<file path="src/rtl/exu_pkg.sv">
`default_nettype none
// ============================================================================
// Module      : exu_pkg
// Description : Shared types and constants for the NPC execute stage:
//               ALU op codes, ADU->EXU and EXU->LSU bus layouts and the
//               pipeline-register state encoding.
// Revision    : 1.0 - initial release
// ============================================================================
package exu_pkg;

  localparam int ALU_OP_W          = 6;
  localparam int ADU_EXU_BUS_WIDTH = 233;
  localparam int EXU_LSU_BUS_WIDTH = 158;

  // alu_op[5:4] selects the unit; the low bits select the operation.
  localparam logic [ALU_OP_W-1:0] ALU_ADD = 6'b11_0000;
  localparam logic [ALU_OP_W-1:0] ALU_SUB = 6'b11_0001;
  localparam logic [ALU_OP_W-1:0] ALU_XOR = 6'b01_0110;
  localparam logic [ALU_OP_W-1:0] ALU_OR  = 6'b01_1110;
  localparam logic [ALU_OP_W-1:0] ALU_AND = 6'b01_1000;
  localparam logic [ALU_OP_W-1:0] ALU_SLL = 6'b10_0000;
  localparam logic [ALU_OP_W-1:0] ALU_SRL = 6'b10_0001;
  localparam logic [ALU_OP_W-1:0] ALU_SRA = 6'b10_0011;

  // Decoded operand bus from the ADU, MSB first.
  typedef struct packed {
    logic                res_from_compare;
    logic                compare_result;
    logic                excp_flush;
    logic                xret_flush;
    logic                break_signal;
    logic [31:0]         snpc;
    logic [31:0]         src1;
    logic [31:0]         src2;
    logic [31:0]         rs2_value;
    logic [ALU_OP_W-1:0] alu_op;
    logic                res_from_mem;
    logic                res_from_csr;
    logic                gr_we;
    logic                csr_we;
    logic [3:0]          mem_re;
    logic [3:0]          mem_we;
    logic [4:0]          rd;
    logic                jmp_flag;
    logic [11:0]         csr_addr;
    logic [31:0]         csr_wdata;
    logic [31:0]         csr_value;
  } adu_exu_bus_t;

  // Result bus toward the LSU, MSB first.
  typedef struct packed {
    logic        excp_flush;
    logic        xret_flush;
    logic [31:0] alu_result;
    logic [31:0] store_data;
    logic [31:0] rd_wdata;
    logic        res_from_mem;
    logic        gr_we;
    logic        csr_we;
    logic [3:0]  mem_re;
    logic [3:0]  mem_we;
    logic [4:0]  rd;
    logic [11:0] csr_addr;
    logic [31:0] csr_wdata;
  } exu_lsu_bus_t;

  // One-entry pipeline register occupancy.
  typedef enum logic {
    ST_EMPTY = 1'b0,
    ST_FULL  = 1'b1
  } exu_state_t;

  // Write-back value selection: jump link beats CSR read beats compare.
  function automatic logic [31:0] select_rd_wdata(
    input logic        jmp_flag,
    input logic        res_from_csr,
    input logic        res_from_compare,
    input logic        compare_result,
    input logic [31:0] snpc,
    input logic [31:0] csr_value,
    input logic [31:0] alu_result
  );
    logic [31:0] sel;
    if (jmp_flag)              sel = snpc;
    else if (res_from_csr)     sel = csr_value;
    else if (res_from_compare) sel = {31'b0, compare_result};
    else                       sel = alu_result;
    return sel;
  endfunction

endpackage
`default_nettype wire

</file>
<file path="src/rtl/exu_alu.sv">
`default_nettype none
// ============================================================================
// Module      : alu
// Description : Purely combinational integer ALU (adder, logic, shifter).
//               Undefined op codes produce zero. Shareable by later stages.
// Revision    : 1.0 - initial release
// ============================================================================
module alu
  import exu_pkg::*;
#(
  parameter int XLEN = 32
) (
  input  logic [ALU_OP_W-1:0] alu_op,
  input  logic [XLEN-1:0]     src1,
  input  logic [XLEN-1:0]     src2,
  output logic [XLEN-1:0]     alu_result
);

  logic [4:0] shamt;
  assign shamt = src2[4:0];

  // Unit select on alu_op[5:4], operation select on the low bits.
  always_comb begin
    alu_result = '0;
    case (alu_op[5:4])
      2'b11: begin
        if (alu_op[0]) alu_result = src1 - src2;
        else           alu_result = src1 + src2;
      end
      2'b01: begin
        case (alu_op[3:1])
          3'b011:  alu_result = src1 ^ src2;
          3'b111:  alu_result = src1 | src2;
          3'b100:  alu_result = src1 & src2;
          default: alu_result = '0;
        endcase
      end
      2'b10: begin
        case (alu_op[1:0])
          2'b00:   alu_result = src1 << shamt;
          2'b01:   alu_result = src1 >> shamt;
          2'b11:   alu_result = $signed(src1) >>> shamt;
          default: alu_result = '0;
        endcase
      end
      default: alu_result = '0;
    endcase
  end

endmodule
`default_nettype wire

</file>
<file path="src/rtl/exu.sv">
`default_nettype none
// ============================================================================
// Module      : exu
// Description : Execute stage of the multi-cycle NPC core. One-entry
//               pipeline register between ADU and LSU handshakes, ALU,
//               write-back select, jump redirect and sticky ebreak halt.
// Revision    : 1.0 - initial release
// ============================================================================
module exu
  import exu_pkg::*;
#(
  parameter int XLEN = 32
) (
  input  logic                         clk_i,
  input  logic                         rst_ni,
  input  logic                         adu_valid_i,
  output logic                         exu_ready_o,
  input  logic [ADU_EXU_BUS_WIDTH-1:0] adu_exu_bus_i,
  output logic                         exu_valid_o,
  input  logic                         lsu_ready_i,
  output logic [EXU_LSU_BUS_WIDTH-1:0] exu_lsu_bus_o,
  output logic                         redirect_valid_o,
  output logic [XLEN-1:0]              dnpc_o,
  output logic                         halt_o
);

  exu_state_t   state_q;
  exu_state_t   state_d;
  adu_exu_bus_t bus_q;
  logic         full_q;
  logic         fresh_q;
  logic         halt_q;
  logic         transfer;
  logic         leave;
  logic [31:0]  alu_result;
  exu_lsu_bus_t lsu_bus;

  assign full_q   = (state_q == ST_FULL);
  // Halt blocks intake; otherwise accept when empty or draining this cycle.
  assign exu_ready_o = !halt_q && (!full_q || lsu_ready_i);
  assign transfer    = adu_valid_i && exu_ready_o;
  assign leave       = full_q && lsu_ready_i;

  // Occupancy state register.
  always_ff @(posedge clk_i or negedge rst_ni) begin
    if (!rst_ni) state_q <= ST_EMPTY;
    else         state_q <= state_d;
  end

  // Next occupancy: a simultaneous leave and accept stays FULL (no bubble).
  always_comb begin
    state_d = state_q;
    case (state_q)
      ST_EMPTY: if (transfer)         state_d = ST_FULL;
      ST_FULL: begin
        if (transfer)                 state_d = ST_FULL;
        else if (lsu_ready_i)         state_d = ST_EMPTY;
      end
      default:                        state_d = ST_EMPTY;
    endcase
  end

  // Pipeline register loads on every accepted transfer.
  always_ff @(posedge clk_i or negedge rst_ni) begin
    if (!rst_ni)       bus_q <= '0;
    else if (transfer) bus_q <= adu_exu_bus_i;
  end

  // First-cycle marker so a stalled jump redirects only once.
  always_ff @(posedge clk_i or negedge rst_ni) begin
    if (!rst_ni) fresh_q <= 1'b0;
    else         fresh_q <= transfer;
  end

  // Sticky halt, set as an ebreak hands off to the LSU.
  always_ff @(posedge clk_i or negedge rst_ni) begin
    if (!rst_ni)                           halt_q <= 1'b0;
    else if (leave && bus_q.break_signal)  halt_q <= 1'b1;
  end

  alu #(
    .XLEN (32)
  ) u_alu (
    .alu_op     (bus_q.alu_op),
    .src1       (bus_q.src1),
    .src2       (bus_q.src2),
    .alu_result (alu_result)
  );

  // Result bus assembly, all combinational from the held operand bus.
  always_comb begin
    lsu_bus              = '0;
    lsu_bus.excp_flush   = bus_q.excp_flush;
    lsu_bus.xret_flush   = bus_q.xret_flush;
    lsu_bus.alu_result   = alu_result;
    lsu_bus.store_data   = bus_q.rs2_value;
    lsu_bus.rd_wdata     = select_rd_wdata(bus_q.jmp_flag, bus_q.res_from_csr,
                                           bus_q.res_from_compare,
                                           bus_q.compare_result, bus_q.snpc,
                                           bus_q.csr_value, alu_result);
    lsu_bus.res_from_mem = bus_q.res_from_mem;
    lsu_bus.gr_we        = bus_q.gr_we;
    lsu_bus.csr_we       = bus_q.csr_we;
    lsu_bus.mem_re       = bus_q.mem_re;
    lsu_bus.mem_we       = bus_q.mem_we;
    lsu_bus.rd           = bus_q.rd;
    lsu_bus.csr_addr     = bus_q.csr_addr;
    lsu_bus.csr_wdata    = bus_q.csr_wdata;
  end

  assign exu_lsu_bus_o    = lsu_bus;
  assign exu_valid_o      = full_q;
  assign halt_o           = halt_q;
  // Jump target is the ALU sum with bit 0 cleared (jalr semantics).
  assign dnpc_o           = {alu_result[31:1], 1'b0};
  assign redirect_valid_o = full_q && fresh_q && bus_q.jmp_flag;

endmodule
`default_nettype wire

</file>
<file path="config.mk">
export PLATFORM = sky130hd
export DESIGN_NAME = exu
export DESIGN_NICKNAME = d
export VERILOG_FILES = /design/src/rtl/exu_pkg.sv /design/src/rtl/exu_alu.sv /design/src/rtl/exu.sv
export SDC_FILE = /design/constraint.sdc
export NUM_CORES = 1
export LEC_CHECK = 0
export CORE_MARGIN = 3
export CORE_UTILIZATION = 35
export DETAILED_ROUTE_END_ITERATION = 8
export PLACE_DENSITY_LB_ADDON = 0.08
export SLEW_MARGIN = 20
export SYNTH_ARGS = -nofsm -noshare
export SYNTH_HDL_FRONTEND = slang
export SYNTH_SLANG_ARGS = --single-unit
</file>
<file path="constraint.sdc">
create_clock -name clk_i -period 6.6 [get_ports clk_i]
set_clock_uncertainty 0.15 [all_clocks]
set_input_delay 1.98 -clock clk_i [delete_from_list [all_inputs] [get_ports clk_i]]
set_output_delay 1.98 -clock clk_i [all_outputs]
set_load 0.02 [all_outputs]
</file>
==> results.yml <==
final_layout:
  final_common_cell: "clkdlybuf4s50_1"
  nNetsFinal: 2702
  area_delta_synth_final_pct: 42.8
  postLayoutCellArea_mm2: 0.0258
  drive_above_1_share_pct: 29.7
  layout_common_cells: "clkdlybuf4s50_1 (355), dfrtp_1 (231), buf_4 (224)"
global_route:
  grt_pass1_wl_um: 115000
  antenna_found_initial: 3
  grt-ovfl-total: 0
  grt_pass1_vias: 17551
  grt_max_degree: 112
  track_usage_pct: 28.3
logic_synthesis:
  synth-async-reset-ratio_pct: 100
  synth_area_mm2: 0.0181
  synth_warnings: 0
  synth_top_family_by_area: "multiplexers"
  synth-simple-area-share_pct: 9.46
  ys.flop_type: "dfrtp_1"
  synth_enable_flop_cells: 0
  synthMuxAreaShare_pct: 20.6
  synthXorXnorAreaFrac_pct: 2.42
  syn_area_per_cell_um2: 9.48
  yosysSeqAreaShare_pct: 32.7
  synth_compound_area_share_pct: 17.6
  synthDistinctLibCells: 76
  netlist_instances: 1907
  syn_nets: 2242
  ys_ff_latch: 236
  synth_fa_ha_area_share_pct: 6.83
clocking:
  clk_pin_slew_worst_paths_ns: 0.06
  cts-buffers-inserted: 30
  ctsHoldBuffers: 0
  cts_tree: "done"
  clock_sinks: 236
  insertion_delay_ns: 0.60
  clock_path_buffers: 3
  htree_num_levels: 1
  cts_root_buffer: "clkbuf_16"
place:
  dp_hpwl_um: 60600
  placed_area_mm2: 0.0234
  io_buffers: 429
  gp_congestion: 0.990
worst_hold_path:
  hold-path-endpoint: "exu_lsu_bus_o[40]"
  min_from: "exu_lsu_bus_o[40]"
  hp-class: "reg -> reg"
  whs_path_depth: 1
timing:
  max_freq_mhz: 147
  final_hold_viol_count: 0
  period_share_pct: 103
  drv_slew: 0
  setup_viol: 26
  period_needed_ns: 6.80
  setup_ws_ns: -0.196
  rsz0062_at_grt: "yes"
  tightest_slew_ns: 1.10
  slew_headroom_pct: 26.8
worst_setup_path:
  cp-end-kind: "output port"
  crit_slowest_cell: "or3_4"
  path_buf_inv: 5
  worst_path_most_repeated_cell: "buf_6"
  worstReg2RegStart: "exu_valid_o"
  crit_type: "reg -> out"
  r2r-end: "exu_lsu_bus_o[36]"
  crit_chain: "or3_4, nor3_4, nor3b_4, buf_6, a41oi_2, xnor2_1, ha_1, buf_6, nand4_1, buf_6, nor4_4, a221o_1, o21ai_2, buf_6, o31ai_1, a211o_1, a21o_1, buf_6"
  r2r_setup_slack_ns: 4.04
  cp.arrival_ns: 4.67
  critPathLaunchType: "register"
  cpPeakStageDelay_ns: 0.40
  cp_max_fo: 4
  reg2reg_depth: 4
  critical_path.top_delay_family: "compound AO/OA/AOI/OAI gates"
  required_ns: 4.47
routing:
  detail-route-antenna-nets: 0
  drt-vias-per-instance: 5.62
  wl_per_cell_um: 26.2
  drc: 0
  drtIter0Drc: 1193
  num_vias: 17225
  wl_um: 80200
  firstDrtPassIters: 7
die:
  initial_core_util_pct: 35.7
  placementRows: 82
  dieArea_mm2: 0.0544
  die_height_um: 233
  ioPinCount: 431
  fp.dieW_um: 233
  core_area_mm2: 0.0506
status:
  status: "complete, but fails checks"
  violations: "negative setup slack"
job:
  maxCapViolCount: 0
## timing repair
action	4_1_cts	5_1_grt
setup endpoints to repair	83	74
buffers inserted	18	29
pin swaps	54	58
resized for setup	326	138
cloned	1	2
## per-layer routing
layer / routed length (um) / GRT usage (%)
met5: 28 / 0
met4: 4810 / 14.4
met3: 5250 / 5.33
met2: 38700 / 47.2
met1: 31500 / 34.9
## logic make-up after synthesis
kind of cell / count (synthesis)
xor gates and xnor gates: 50
and+or+nand+nor: 401
buffers and inverters: 355
muxes: 271
AOI/OAI and AO/OA: 495
other: 1
DFF: 236
adders and majority gates: 98
## worst register-to-register path, stage by stage (launching register included)
cell and delay (ns):
dfrtp_1 0.44, a21oi_1 0.21, and2_4 0.79, buf_4 0.47, mux2_2 0.39
## metrics by stage
stage	hold slack [ns]	util, %	setup slack, ns	setup TNS [ns]	cells
finish	0.352	51.0	-0.196	-2.12	3065
CTS	0.358	49.5	-0.259	-3.70	3038
global placement	0.330	46.3	-0.328	-3.52	2963
global route	0.366	51.0	-0.331	-7.58	3064
detailed placement	0.339	46.3	-0.395	-3.87	2963
floorplan	0.330	-	-0.0534	-0.0534	1907
## synthesized netlist by cell type (17+ instances only)
cell	instances	area [um2]
mux2_2	161	1810
ha_1	97	1210
o221ai_1	17	149
buf_4	128	961
nor2_1	151	567
xnor2_1	43	377
dfrtp_1	236	5910
a21oi_1	117	586
o21ai_0	144	721
mux4_2	65	1460
a21o_1	28	210
a221oi_1	18	158
inv_1	99	372
nor3_1	26	130
clkbuf_1	93	349
a211oi_1	28	210
nand2_1	162	608
mux2i_1	45	450
## flip-flops by register name, indices dropped and copies added, names as in the netlist
signal	flops
exu_lsu_bus_o	94
exu_valid_o	1
bus_q	139
halt_o	1
fresh_q	1
## how the worst max path moves through the flow
stage          slack (ns)                 to  cells after the start        from
5_1_grt             -0.33  exu_lsu_bus_o[86]                     20  bus_q[134]
4_1_cts             -0.26  exu_lsu_bus_o[86]                     19  bus_q[134]
3_5_place_dp        -0.39  exu_lsu_bus_o[90]                     18  bus_q[140]
3_3_place_gp        -0.33  exu_lsu_bus_o[90]                     17  bus_q[132]
6_report            -0.20  exu_lsu_bus_o[85]                     18  bus_q[134]
2_1_floorplan       -0.05  exu_lsu_bus_o[78]                     20  bus_q[132]
## final cells by class
class	count	area, um2
diodes	2	5.00
clock buffers	38	831
clock inverters	18	251
fillers	4745	24800
inverters	102	388
multi-input cells	1316	11100
flip-flops and latches	236	5910
well taps	672	841
repair buffers	681	6480
Power is left out: the tool's default activity adds up to more than one toggle a clock period on the data nets, which glitch-free logic cannot reach.
